$ cat src/rtl/br_recovery_ctrl_pkg.sv
// Shared types for EX-stage branch resolution: recovery FSM states,
// the predictor-update record, and the sequential fetch increment.
package br_ctrl_pkg;

    typedef enum logic {
        IDLE    = 1'b0,
        RECOVER = 1'b1
    } rec_state_e;

    typedef struct packed {
        logic [31:0] pc;
        logic        taken;
        logic        agree;
        logic [31:0] target;
    } upd_entry_t;

    localparam logic [31:0] PC_INC = 32'd4;

endpackage

$ cat src/rtl/br_upd_fifo.sv
// Predictor-update queue. The head is shown only while non-empty, and a push
// into a full queue is accepted only when the head leaves in the same cycle.
module br_upd_fifo
    import br_ctrl_pkg::*;
#(
    parameter int  UPD_DEPTH = 4,
    parameter type T         = upd_entry_t
) (
    input  logic i_clk,
    input  logic i_rst,
    input  logic i_push,
    input  T     i_data,
    input  logic i_pop,
    output logic o_full,
    output logic o_empty,
    output T     o_head
);

    localparam int PTR_W = $clog2(UPD_DEPTH);

    logic [PTR_W-1:0] r_wr_ptr;
    logic [PTR_W-1:0] r_rd_ptr;
    logic [PTR_W:0]   r_count;
    T                 r_mem [UPD_DEPTH];

    logic w_push_ok;
    logic w_pop_ok;

    assign o_full    = (r_count == (PTR_W+1)'(UPD_DEPTH));
    assign o_empty   = (r_count == '0);
    assign w_pop_ok  = i_pop & ~o_empty;
    assign w_push_ok = i_push & (~o_full | w_pop_ok);
    assign o_head    = o_empty ? T'('0) : r_mem[r_rd_ptr];

    always_ff @(posedge i_clk) begin
        if (i_rst) begin
            r_wr_ptr <= '0;
            r_rd_ptr <= '0;
            r_count  <= '0;
        end else begin
            if (w_push_ok) r_wr_ptr <= r_wr_ptr + PTR_W'(1);
            if (w_pop_ok)  r_rd_ptr <= r_rd_ptr + PTR_W'(1);
            case ({w_push_ok, w_pop_ok})
                2'b10:   r_count <= r_count + (PTR_W+1)'(1);
                2'b01:   r_count <= r_count - (PTR_W+1)'(1);
                default: r_count <= r_count;
            endcase
        end
    end

    // Storage is data-only; stale slots are never visible through o_head.
    always_ff @(posedge i_clk) begin
        if (w_push_ok) r_mem[r_wr_ptr] <= i_data;
    end

endmodule

$ cat src/rtl/br_recovery_ctrl.sv
// EX-stage branch resolution: mispredict detection, one-cycle redirect/flush,
// predictor-update queueing with EX stall on a full queue, and statistics.
module br_recovery_ctrl
    import br_ctrl_pkg::*;
#(
    parameter int UPD_DEPTH = 4,
    parameter int CNT_W     = 32
) (
    input  logic             clk_i,
    input  logic             rst_i,
    input  logic             ex_valid_i,
    input  logic             ex_is_br_i,
    input  logic             ex_is_uncbr_i,
    input  logic [31:0]      ex_pc_i,
    input  logic [31:0]      ex_target_i,
    input  logic             true_br_decision_i,
    input  logic             ex_pred_taken_i,
    input  logic [31:0]      ex_pred_target_i,
    input  logic             ex_bias_i,
    output logic             redirect_valid_o,
    output logic [31:0]      redirect_pc_o,
    output logic             flush_if_id_o,
    output logic             flush_id_ex_o,
    output logic             stall_o,
    output logic             upd_valid_o,
    input  logic             upd_ready_i,
    output logic [31:0]      upd_pc_o,
    output logic             upd_taken_o,
    output logic             upd_agree_o,
    output logic [31:0]      upd_target_o,
    output logic [CNT_W-1:0] br_cnt_o,
    output logic [CNT_W-1:0] mispred_cnt_o
);

    rec_state_e       r_state;
    logic             r_redirect;
    logic [31:0]      r_redirect_pc;
    logic [CNT_W-1:0] r_br_cnt;
    logic [CNT_W-1:0] r_mis_cnt;

    logic        w_ex_br;
    logic        w_idle;
    logic        w_full;
    logic        w_empty;
    logic        w_pop;
    logic        w_stall;
    logic        w_resolve;
    logic        w_mispred;
    logic [31:0] w_corr_pc;
    upd_entry_t  w_entry;
    upd_entry_t  w_head;

    assign w_ex_br   = ex_valid_i & (ex_is_br_i | ex_is_uncbr_i);
    assign w_idle    = (r_state == IDLE);
    assign w_pop     = upd_valid_o & upd_ready_i;
    assign w_stall   = w_ex_br & w_idle & w_full & ~w_pop;
    assign w_resolve = w_ex_br & w_idle & ~w_stall;
    assign w_mispred = w_resolve &
                       ((true_br_decision_i != ex_pred_taken_i) |
                        (true_br_decision_i & (ex_target_i != ex_pred_target_i)));
    assign w_corr_pc = true_br_decision_i ? ex_target_i : ex_pc_i + PC_INC;
    assign w_entry   = {ex_pc_i, true_br_decision_i,
                        true_br_decision_i == ex_bias_i, ex_target_i};

    br_upd_fifo #(
        .UPD_DEPTH (UPD_DEPTH),
        .T         (upd_entry_t)
    ) u_upd_fifo (
        .i_clk   (clk_i),
        .i_rst   (rst_i),
        .i_push  (w_resolve),
        .i_data  (w_entry),
        .i_pop   (w_pop),
        .o_full  (w_full),
        .o_empty (w_empty),
        .o_head  (w_head)
    );

    // Redirect and both flushes are one registered pulse raised while in RECOVER.
    always_ff @(posedge clk_i) begin
        if (rst_i) begin
            r_state       <= IDLE;
            r_redirect    <= 1'b0;
            r_redirect_pc <= '0;
        end else begin
            case (r_state)
                IDLE: begin
                    if (w_mispred) begin
                        r_state       <= RECOVER;
                        r_redirect    <= 1'b1;
                        r_redirect_pc <= w_corr_pc;
                    end else begin
                        r_redirect    <= 1'b0;
                    end
                end
                RECOVER: begin
                    r_state    <= IDLE;
                    r_redirect <= 1'b0;
                end
                default: begin
                    r_state    <= IDLE;
                    r_redirect <= 1'b0;
                end
            endcase
        end
    end

    always_ff @(posedge clk_i) begin
        if (rst_i) begin
            r_br_cnt  <= '0;
            r_mis_cnt <= '0;
        end else begin
            if (w_resolve) r_br_cnt  <= r_br_cnt + CNT_W'(1);
            if (w_mispred) r_mis_cnt <= r_mis_cnt + CNT_W'(1);
        end
    end

    assign redirect_valid_o = r_redirect;
    assign flush_if_id_o    = r_redirect;
    assign flush_id_ex_o    = r_redirect;
    assign redirect_pc_o    = r_redirect_pc;
    assign stall_o          = w_stall;
    assign upd_valid_o      = ~w_empty;
    assign upd_pc_o         = w_head.pc;
    assign upd_taken_o      = w_head.taken;
    assign upd_agree_o      = w_head.agree;
    assign upd_target_o     = w_head.target;
    assign br_cnt_o         = r_br_cnt;
    assign mispred_cnt_o    = r_mis_cnt;

endmodule

$ cat config.mk
export PLATFORM = sky130hd
export DESIGN_NAME = br_recovery_ctrl
export DESIGN_NICKNAME = d
export VERILOG_FILES = /design/src/rtl/br_recovery_ctrl_pkg.sv /design/src/rtl/br_upd_fifo.sv /design/src/rtl/br_recovery_ctrl.sv
export SDC_FILE = /design/constraint.sdc
export NUM_CORES = 1
export LEC_CHECK = 0
export ABC_AREA = 1
export ABC_CLOCK_PERIOD_IN_PS = 9900
export CAP_MARGIN = 10
export CORE_MARGIN = 5
export CORE_UTILIZATION = 35
export CTS_BUF_LIST = sky130_fd_sc_hd__clkbuf_8
export DETAILED_ROUTE_END_ITERATION = 7
export PLACE_DENSITY = 0.63
export SYNTH_ARGS = -nofsm -noshare
export SYNTH_HDL_FRONTEND = slang
export SYNTH_SLANG_ARGS = --single-unit
$ cat constraint.sdc
create_clock -name clk_i -period 9.9 [get_ports clk_i]
set_input_delay 2.97 -clock clk_i [delete_from_list [all_inputs] [get_ports clk_i]]
set_output_delay 2.97 -clock clk_i [all_outputs]
set_load 0.01 [all_outputs]
# --- Word level (Yosys, flattened, before mapping) ---
# Memories as Yosys holds them, arrays and structs flattened. A register that Yosys moved wholly into a read port is not among the register bits.
# Index checks and enable logic that the tools add are counted.
totals:
  ff_bits: 104
  mem_bits_rw: 264
  in_bits: 105
  out_inout_bits: 167
  elab_cells: 51
  memories: 1
op_classes:
  addsub: 7
  n_eq_ne: 6
  mux: 9
  bitwise_logic: 18
  n_reduce_logical: 3
mem_list:
  columns: ["name", "depth", "width", "rd", "rd_ports_with_merged_regs", "wr", "line", "source"]
  rows:
  - ["u_upd_fifo.r_mem", 4, 66, 1, 1, 1, "br_upd_fifo.sv:24", "T r_mem [UPD_DEPTH];"]
op_table:
  columns: ["operator", "n"]
  rows:
  - ["66-bit 2-to-1 mux", 1]
  - ["32-bit by 1-bit adder with 32-bit output (second input constant)", 2]
  - ["32-bit by 3-bit adder with 32-bit output (second input constant)", 1]
  - ["32-bit 2-to-1 mux", 1]
  - ["32-bit inequality test", 1]
  - ["1-bit AND", 10]
  - ["3-bit case mux with 2 select lines", 1]
  - ["1-bit NOT", 5]
  - ["2-bit by 1-bit adder with 2-bit output (second input constant)", 2]
  - ["2-bit 2-to-1 mux", 2]
  - ["3-bit by 1-bit adder with 3-bit output (second input constant)", 1]
  - ["3-bit equality test (second input constant)", 1]
  - ["3-bit logical NOT", 1]
  - ["1-bit 2-to-1 mux", 3]
  - ["1-bit bitwise OR", 3]
  - ["3-bit by 1-bit subtractor with 3-bit output (second input constant)", 1]
  - ["2-bit by 1-bit equality test with 1-bit output (second input constant)", 1]
  - ["2-bit equality test (second input constant)", 1]
  - ["1-bit case mux with 2 select lines", 1]
  - ["2-bit AND reduction", 1]
  - ["2-bit nonzero test", 1]
  - ["1-bit equality test", 1]
  - ["1-bit inequality test", 1]

# --- Logic depth before layout (Yosys ltp) ---
# Gate-level depths: netlist (run 1).
logic_depth:
  depth_word: 10
  ltp_mapped: 14
  ltp_nobuf: 13

# --- Hierarchy ---
# Synthesis (run 1) repeated with hierarchy kept, for this count alone.
unflattened:
  cells_unflattened: 1979
  area_unflattened_um2: 17375.4
modules_own_cells:
  columns: ["module", "n_inst", "cells_per_inst", "area_each_um2", "seq_area_each_um2"]
  rows:
  - ["br_upd_fifo", 1, 843, 10686.5, 8107.8]
  - ["br_recovery_ctrl", 1, 1136, 6688.9, 1941.9]

# --- Least setup slack after synthesis (run 1) ---
# Ideal clock, no wire load.
synth_path:
  path_kind: "input to register"
  from: "input ex_valid_i"
  to: "memory u_upd_fifo.r_mem[0][0] in the netlist's numbering, enable pin"
  setup_ns: 0.490
  t_arrival_ns: 6.407
  required_time_ns: 9.410
  setup_slack_ns: 3.002
  path_stages: 6
  path_buffers: 2
  cell_sequence: "inv_1 -> nor3_1 -> nand2_1 -> buf_2 -> buf_2 -> nor2_1"
synth_via:
  elab_chain_len: 9
synth_lines:
  columns: ["element", "line", "source"]
  rows:
  - ["start: declaration", "br_recovery_ctrl.sv:11", "input logic ex_valid_i,"]
  - ["1-bit AND (*)", "br_recovery_ctrl.sv:53", "assign w_ex_br = ex_valid_i & (ex_is_br_i | ex_is_uncbr_i);"]
  - ["1-bit AND (*)", "br_recovery_ctrl.sv:56, br_recovery_ctrl.sv:57", null]
  - ["1-bit AND (2 in a row)", "br_recovery_ctrl.sv:56", "assign w_stall = w_ex_br & w_idle & w_full & ~w_pop;"]
  - ["1-bit NOT", "br_recovery_ctrl.sv:57", "assign w_resolve = w_ex_br & w_idle & ~w_stall;"]
  - ["1-bit AND (*)", "br_recovery_ctrl.sv:57", null]
  - ["1-bit AND (*)", "br_upd_fifo.sv:32", "assign w_push_ok = i_push & (~o_full | w_pop_ok);"]
  - ["1-bit 2-to-1 mux (*)", "br_upd_fifo.sv:53", "if (w_push_ok) r_mem[r_wr_ptr] <= i_data;"]
  - ["1-bit 2-to-1 mux (implied by the code) (*)", "br_upd_fifo.sv:53", null]
  - ["end: declaration", "br_upd_fifo.sv:24", null]
# Every way passes the cells marked *; elsewhere a longest branch is shown, timed or not.

# --- Worst setup path in the final report (run 1) ---
layout_path:
  from: "input ex_valid_i"
  to: "output stall_o"
layout_via:
  elab_chain_len: 4
layout_lines:
  columns: ["element", "line", "source"]
  rows:
  - ["1-bit AND", "br_recovery_ctrl.sv:53", null]
  - ["1-bit AND (3 in a row)", "br_recovery_ctrl.sv:56", null]
  - ["end: declaration", "br_recovery_ctrl.sv:24", "output logic stall_o,"]
# Every way passes these cells.

==> flow_metrics.env, run 1 <==
export IMPL_grt_pass1_wl_um=83110
export IMPL_dr_pass1_iters=5
export IMPL_synth_largest_area_cell="edfxtp_1"
export IMPL_clock_sinks=370
export IMPL_setup_violations=0
export IMPL_io_pins=272
export IMPL_num_rows=81
export IMPL_dieArea_um2=54450
export IMPL_netlist_cell_type_count=38
export IMPL_first_iter_violations=994
export IMPL_period_share_pct=73.73
export IMPL_yosys_top_cells_count="435 x nor2_1, 413 x nand2_1, 264 x edfxtp_1"
export IMPL_syn_avg_cell_area_um2=8.631
export IMPL_grt_usage_pct=19.84
export IMPL_hold_buffers=0
export IMPL_syn_nets=2137
export IMPL_reg2regPathDepth=5
export IMPL_ys_top_cells_by_area="edfxtp_1 45%, dfxtp_1 12%, nor2_1 9.4%"
export IMPL_dpl_hpwl_um=36970
export IMPL_critPathKind="input port to output port"
export IMPL_grt_max_degree=133
export IMPL_tightest_slew_ns=1.066
export IMPL_slew_headroom_pct=28.91
export IMPL_overflow=0
export IMPL_cts_tree="yes"
export IMPL_hold_viol_final=0
export IMPL_period_needed_ns=7.299
export IMPL_grt_setup_unrepaired="false"
export IMPL_first_global_vias=14300
export IMPL_fillers=4762
export IMPL_arrival_ns=4.33
export IMPL_cp_max_fo=2
export IMPL_clk_latency_ns=0.63
export IMPL_stdcell_area_um2=22030
export IMPL_die_x_um=233.4
export IMPL_yosysTopAreaCellShare_pct=45.40
export IMPL_synth_edf_count=264
export IMPL_worstSetupStartpointType="input port"
export IMPL_yosysMostFrequentCell="nor2_1"
export IMPL_vias=14600
export IMPL_status="finished clean"
export IMPL_ys_seq_area_share_pct=57.56
export IMPL_antenna_found_initial=4
export IMPL_cp_data_required_time_ns=6.93
export IMPL_drive_gt1_share_pct=6.001
export IMPL_ys_warnings_count=0
export IMPL_tns_ns=0
export IMPL_initial_core_util_pct=35.52
export IMPL_postCtsResizedCells=0
export IMPL_core_area_um2=49150
export IMPL_place_congestion=0.8675
export IMPL_htree_levels=3
export IMPL_clockBufferDepth=3
export IMPL_powerDensity_nw_per_um2=201.5
export IMPL_syn2layout_area_growth_pct=26.16
export IMPL_holdPathStages=2
export IMPL_drc=0
export IMPL_syn_area_um2=17460
export IMPL_cts_root_buffer="clkbuf_8"
export IMPL_port_buffers=271
export IMPL_peakVddDrop_mv=0.1616
export IMPL_post_drt_wl_per_cell_um=18.47
export IMPL_numCtsBuffers=68
export IMPL_synthFlopType="edfxtp_1"
export IMPL_ys_ff_latch=370
export IMPL_crit_path_end_kind="output port"
export IMPL_layout_nets=2400
export IMPL_async_flop_share_pct=0
export IMPL_finClkSkew_ns=0.03112
export IMPL_path_clk_slew_ns=0.06
export IMPL_maxSlewViolCount=0
export IMPL_cap_violations=0
export IMPL_vias_per_cell=4.868
export IMPL_max_freq_ghz=0.1370
export IMPL_syn_inst=2023
export IMPL_cts_setup_buffers=0
export IMPL_dpl_instance_area_um2=20700
export IMPL_ant_nets=0
export IMPL_p_leak_uw=0.007954
export IMPL_wl_um=55410
export IMPL_hold_class="register to register"
export IMPL_die_y_um=233.4
[cell type report]
type                            instances  area, um2  share of cell area (%)
Antenna cell                            3      7.507                 0.03408
Inverter                              148      555.5                   2.522
Multi-Input combinational cell       1411       6444                   29.25
Tap cell                              664      830.8                   3.772
Clock inverter                         45      296.5                   1.346
Clock buffer                           72      991.0                   4.499
Timing Repair Buffer                  287       2848                   12.93
Sequential cell                       370      10050                   45.65
[flip-flops by register name, indices dropped and copies added, names as in the netlist, named ones only]
signal / count
u_upd_fifo.r_mem: 264
br_cnt_o: 32
mispred_cnt_o: 32
redirect_pc_o: 32
u_upd_fifo.r_count: 3
u_upd_fifo.r_rd_ptr: 2
u_upd_fifo.r_wr_ptr: 2
flush_id_ex_o: 1
[power by group]
| group | switching, uW | leakage [uW] | total, uW | internal [uW] |
|---|---|---|---|---|
| registers | 46.8 | 0.00327 | 1780 | 1740 |
| logic | 738 | 0.00396 | 1250 | 509 |
| clock network | 652 | 0.000728 | 1410 | 756 |
| total | 1440 | 0.00795 | 4440 | 3000 |
[worst max-delay path, stage by stage]
cell	delay (ns)
clkdlybuf4s50_1	0.45
inv_1	0.05
nor4_1	0.27
clkdlybuf4s50_1	0.59
[final timing paths]
kind,from,endpoint,slack [ns]
setup / recovery,ex_valid_i,stall_o,2.60
hold / removal,redirect_pc_o[2],redirect_pc_o[2],0.47
setup reg to reg,flush_id_ex_o,u_upd_fifo.r_mem[1][59],7.18
hold reg to reg,redirect_pc_o[2],redirect_pc_o[2],0.47
[layout by cell type, fill, tap and decap left out, types with 12 or more instances in the layout]
| cell type | Yosys | routed |
|---|---|---|
| a21oi_1 | 144 | 144 |
| buf_4 | 5 | 15 |
| clkbuf_8 | 0 | 72 |
| clkdlybuf4s50_1 | 0 | 270 |
| dfxtp_1 | 106 | 104 |
| edfxtp_1 | 264 | 264 |
| inv_1 | 144 | 161 |
| nand2_1 | 413 | 413 |
| nand3_1 | 93 | 93 |
| nand3b_1 | 12 | 12 |
| nand4_1 | 14 | 14 |
| nor2_1 | 435 | 431 |
| nor3_1 | 33 | 33 |
| o21ai_0 | 170 | 170 |
| xnor2_1 | 23 | 23 |
| xor2_1 | 28 | 28 |
[per-stage QoR]
stage	hold slack (ns)	setup WS, ns	utilization [%]	instances	total power [uW]
2_1_floorplan	0.4362	3.002	-	2023	2412
3_5_place_dp	0.4597	2.582	42.12	2879	3071
4_1_cts	0.4697	2.585	44.74	2996	4499
6_report	0.4689	2.601	44.81	3000	4438
3_3_place_gp	0.4419	2.546	42.12	2879	3059
5_1_grt	0.4959	2.538	44.81	2999	4675
[cell families (layout without fill, tap and decap cells)]
group	after synthesis	in the layout	synth area share, %
adders and majority gates	9	9	0.6880
and+or+nand+nor	1019	1019	23.65
AOI/OAI and AO/OA	331	331	9.774
other	0	3	0
xor gates and xnor gates	51	51	2.558
DFF	370	370	57.56
buffers and inverters	242	552	5.711
muxes	1	1	0.05733
[metal layers]
metal / global-route usage (%) / up-vias / share of wire [%]
li1: - / 7222 / -
met1: 25.11 / 6844 / 42
met2: 31.95 / 449 / 46
met3: 6.454 / 87 / 8.6
met4: 7.126 / 2 / 2.8
met5: 0 / - / 0.023
No activity file was read; power rests on OpenSTA's default activity.
==> inputs of run 2 (changes only) <==
Settings changed: ABC_CLOCK_PERIOD_IN_PS 9900 to 6400, PLACE_DENSITY 0.63 to 0.65.
Clock period 9.9 ns to 6.4 ns, I/O delays scaled along.
==> run 2 against run 1 <==
Sequential share of layout area is 0.19 points lower. Combinational power is 54% higher. Die area stayed put. Clock power is 58% higher. Clock-buffer cell count is 5 higher. Hold slack hardly changed.
==> flow_metrics.env, run 2 (synthesized netlist as in run 1, its figures left out) <==
export IMPL_critPathMaxStageDelay_ns=0.80
export IMPL_place_congestion=0.8926
export IMPL_path_clk_slew_ns=0.06
export IMPL_worstSetupStartpointType="register"
export IMPL_stdcell_area_um2=22120
export IMPL_num_rows=81
export IMPL_p_leak_uw=0.007992
export IMPL_period_needed_ns=5.355
export IMPL_port_buffers=271
export IMPL_first_iter_violations=1086
export IMPL_finClkSkew_ns=0.04505
export IMPL_arrival_ns=3.43
export IMPL_grt_setup_unrepaired="false"
export IMPL_hold_viol_final=0
export IMPL_htree_levels=3
export IMPL_drive_gt1_share_pct=6.033
export IMPL_switching_share_pct=31.70
export IMPL_grt_usage_pct=19.87
export IMPL_largest_register="u_upd_fifo.r_mem"
export IMPL_post_drt_wl_per_cell_um=18.44
export IMPL_hold_buffers=0
export IMPL_cp_slowest_cell="inv_2"
export IMPL_setup_violations=0
export IMPL_cp_max_fo=64
export IMPL_core_area_um2=49150
export IMPL_antenna_found_initial=2
export IMPL_tightest_slew_ns=1.178
export IMPL_pwr_share_seq_pct=39.9
export IMPL_grt_max_degree=67
export IMPL_die_y_um=233.4
export IMPL_dpl_hpwl_um=37570
export IMPL_ant_nets=0
export IMPL_max_freq_ghz=0.1868
export IMPL_vias_per_cell=4.929
export IMPL_vias=14800
export IMPL_period_share_pct=83.67
export IMPL_cts_root_buffer="clkbuf_8"
export IMPL_io_pins=272
export IMPL_powerDensity_nw_per_um2=312.9
export IMPL_dpl_instance_area_um2=20780
export IMPL_crit_path_end_kind="output port"
export IMPL_maxSlewViolCount=0
export IMPL_crit_family="buffers and inverters"
export IMPL_crit_chain="inv_2 > buf_4 > o21ai_0 > a21oi_1 > clkdlybuf4s50_1"
export IMPL_initial_core_util_pct=35.52
export IMPL_cp_data_required_time_ns=4.48
export IMPL_dieArea_um2=54450
export IMPL_p_clk_share_pct=32.3
export IMPL_numCtsBuffers=67
export IMPL_clk_latency_ns=0.63
export IMPL_die_x_um=233.4
export IMPL_wl_um=55360
export IMPL_final_util_pct=45.00
export IMPL_drc=0
export IMPL_critPathKind="register to output port"
export IMPL_layout_nets=2402
export IMPL_first_global_vias=14420
export IMPL_cts_setup_buffers=0
export IMPL_grt_pass1_wl_um=83620
export IMPL_p_switching_uw=2194
export IMPL_clockBufferDepth=3
export IMPL_postCtsResizedCells=0
export IMPL_clock_sinks=370
export IMPL_slew_headroom_pct=21.46
export IMPL_comb_power_share_pct=27.8
export IMPL_critical_path_buf_inv_count=3
export IMPL_cts_tree="yes"
export IMPL_layout_common_cells="431 x nor2_1, 413 x nand2_1, 270 x clkdlybuf4s50_1"
export IMPL_syn2layout_area_growth_pct=26.69
export IMPL_layout_commonest_cell="nor2_1"
export IMPL_overflow=0
export IMPL_largest_reg_flops=264
export IMPL_hold_class="register to register"
export IMPL_cap_violations=0
export IMPL_peakVddDrop_mv=0.4243
export IMPL_dr_pass1_iters=5
export IMPL_tns_ns=0
export IMPL_status="finished clean"
export IMPL_power_internal_uw=4728
## run 2: metrics by stage
| stage | total power (uW) | setup WS [ns] | std cells | hold WS [ns] |
|---|---|---|---|---|
| floorplan | 3731 | 0.5523 | 2023 | 0.4362 |
| global placement | 4739 | 1.150 | 2883 | 0.4434 |
| detailed placement | 4765 | 1.185 | 2883 | 0.4571 |
| CTS | 7023 | 0.8750 | 3001 | 0.4704 |
| global route | 7277 | 0.7729 | 3001 | 0.4907 |
| finish | 6922 | 1.045 | 3002 | 0.4687 |
## run 2: final timing paths
check | to | depth (start not counted) | startpoint | slack [ns]
hold / removal | redirect_pc_o[1] | 2 | redirect_pc_o[1] | 0.47
hold reg to reg | redirect_pc_o[1] | 2 | redirect_pc_o[1] | 0.47
setup reg to reg | u_upd_fifo.r_count[1] | 10 | u_upd_fifo.r_count[1] | 3.59
setup / recovery | upd_pc_o[8] | 5 | register | 1.05
## run 2: worst min-delay path: stages (launching register included)
cell and delay, ns:
dfxtp_1 0.31, nand2_1 0.06, a21oi_1 0.05
## run 2: area by class of cell
cell class,count,area [um2]
fill,4711,27030
sequential,370,10050
multi-input combinational,1411,6444
timing repair buffer,290,2900
clock buffer,77,1060
tap,664,830.8
inverter,148,555.5
clock inverter,41,272.8
antenna,1,2.502
## run 2: power groups by stage
stage                     logic, uW  clock network (uW)  registers, uW
after floorplan                 950                   0           2780
after global placement         1930                   0           2810
after detailed placement       1950                   0           2820
after CTS                      1960                2300           2770
after global routing           2100                2400           2780
final                          1920                2230           2770
## run 2: layer usage
layer  global-route usage, %  vias up  wire length (um)  share of wire (%)
met1                   24.95     6972             22780                 41
met4                   7.532        2              1744                3.2
met2                   31.98      508             25810                 47
li1                        -     7225                 -                  -
met3                   6.539       89              5011                9.1
met5                       0        -                19              0.034
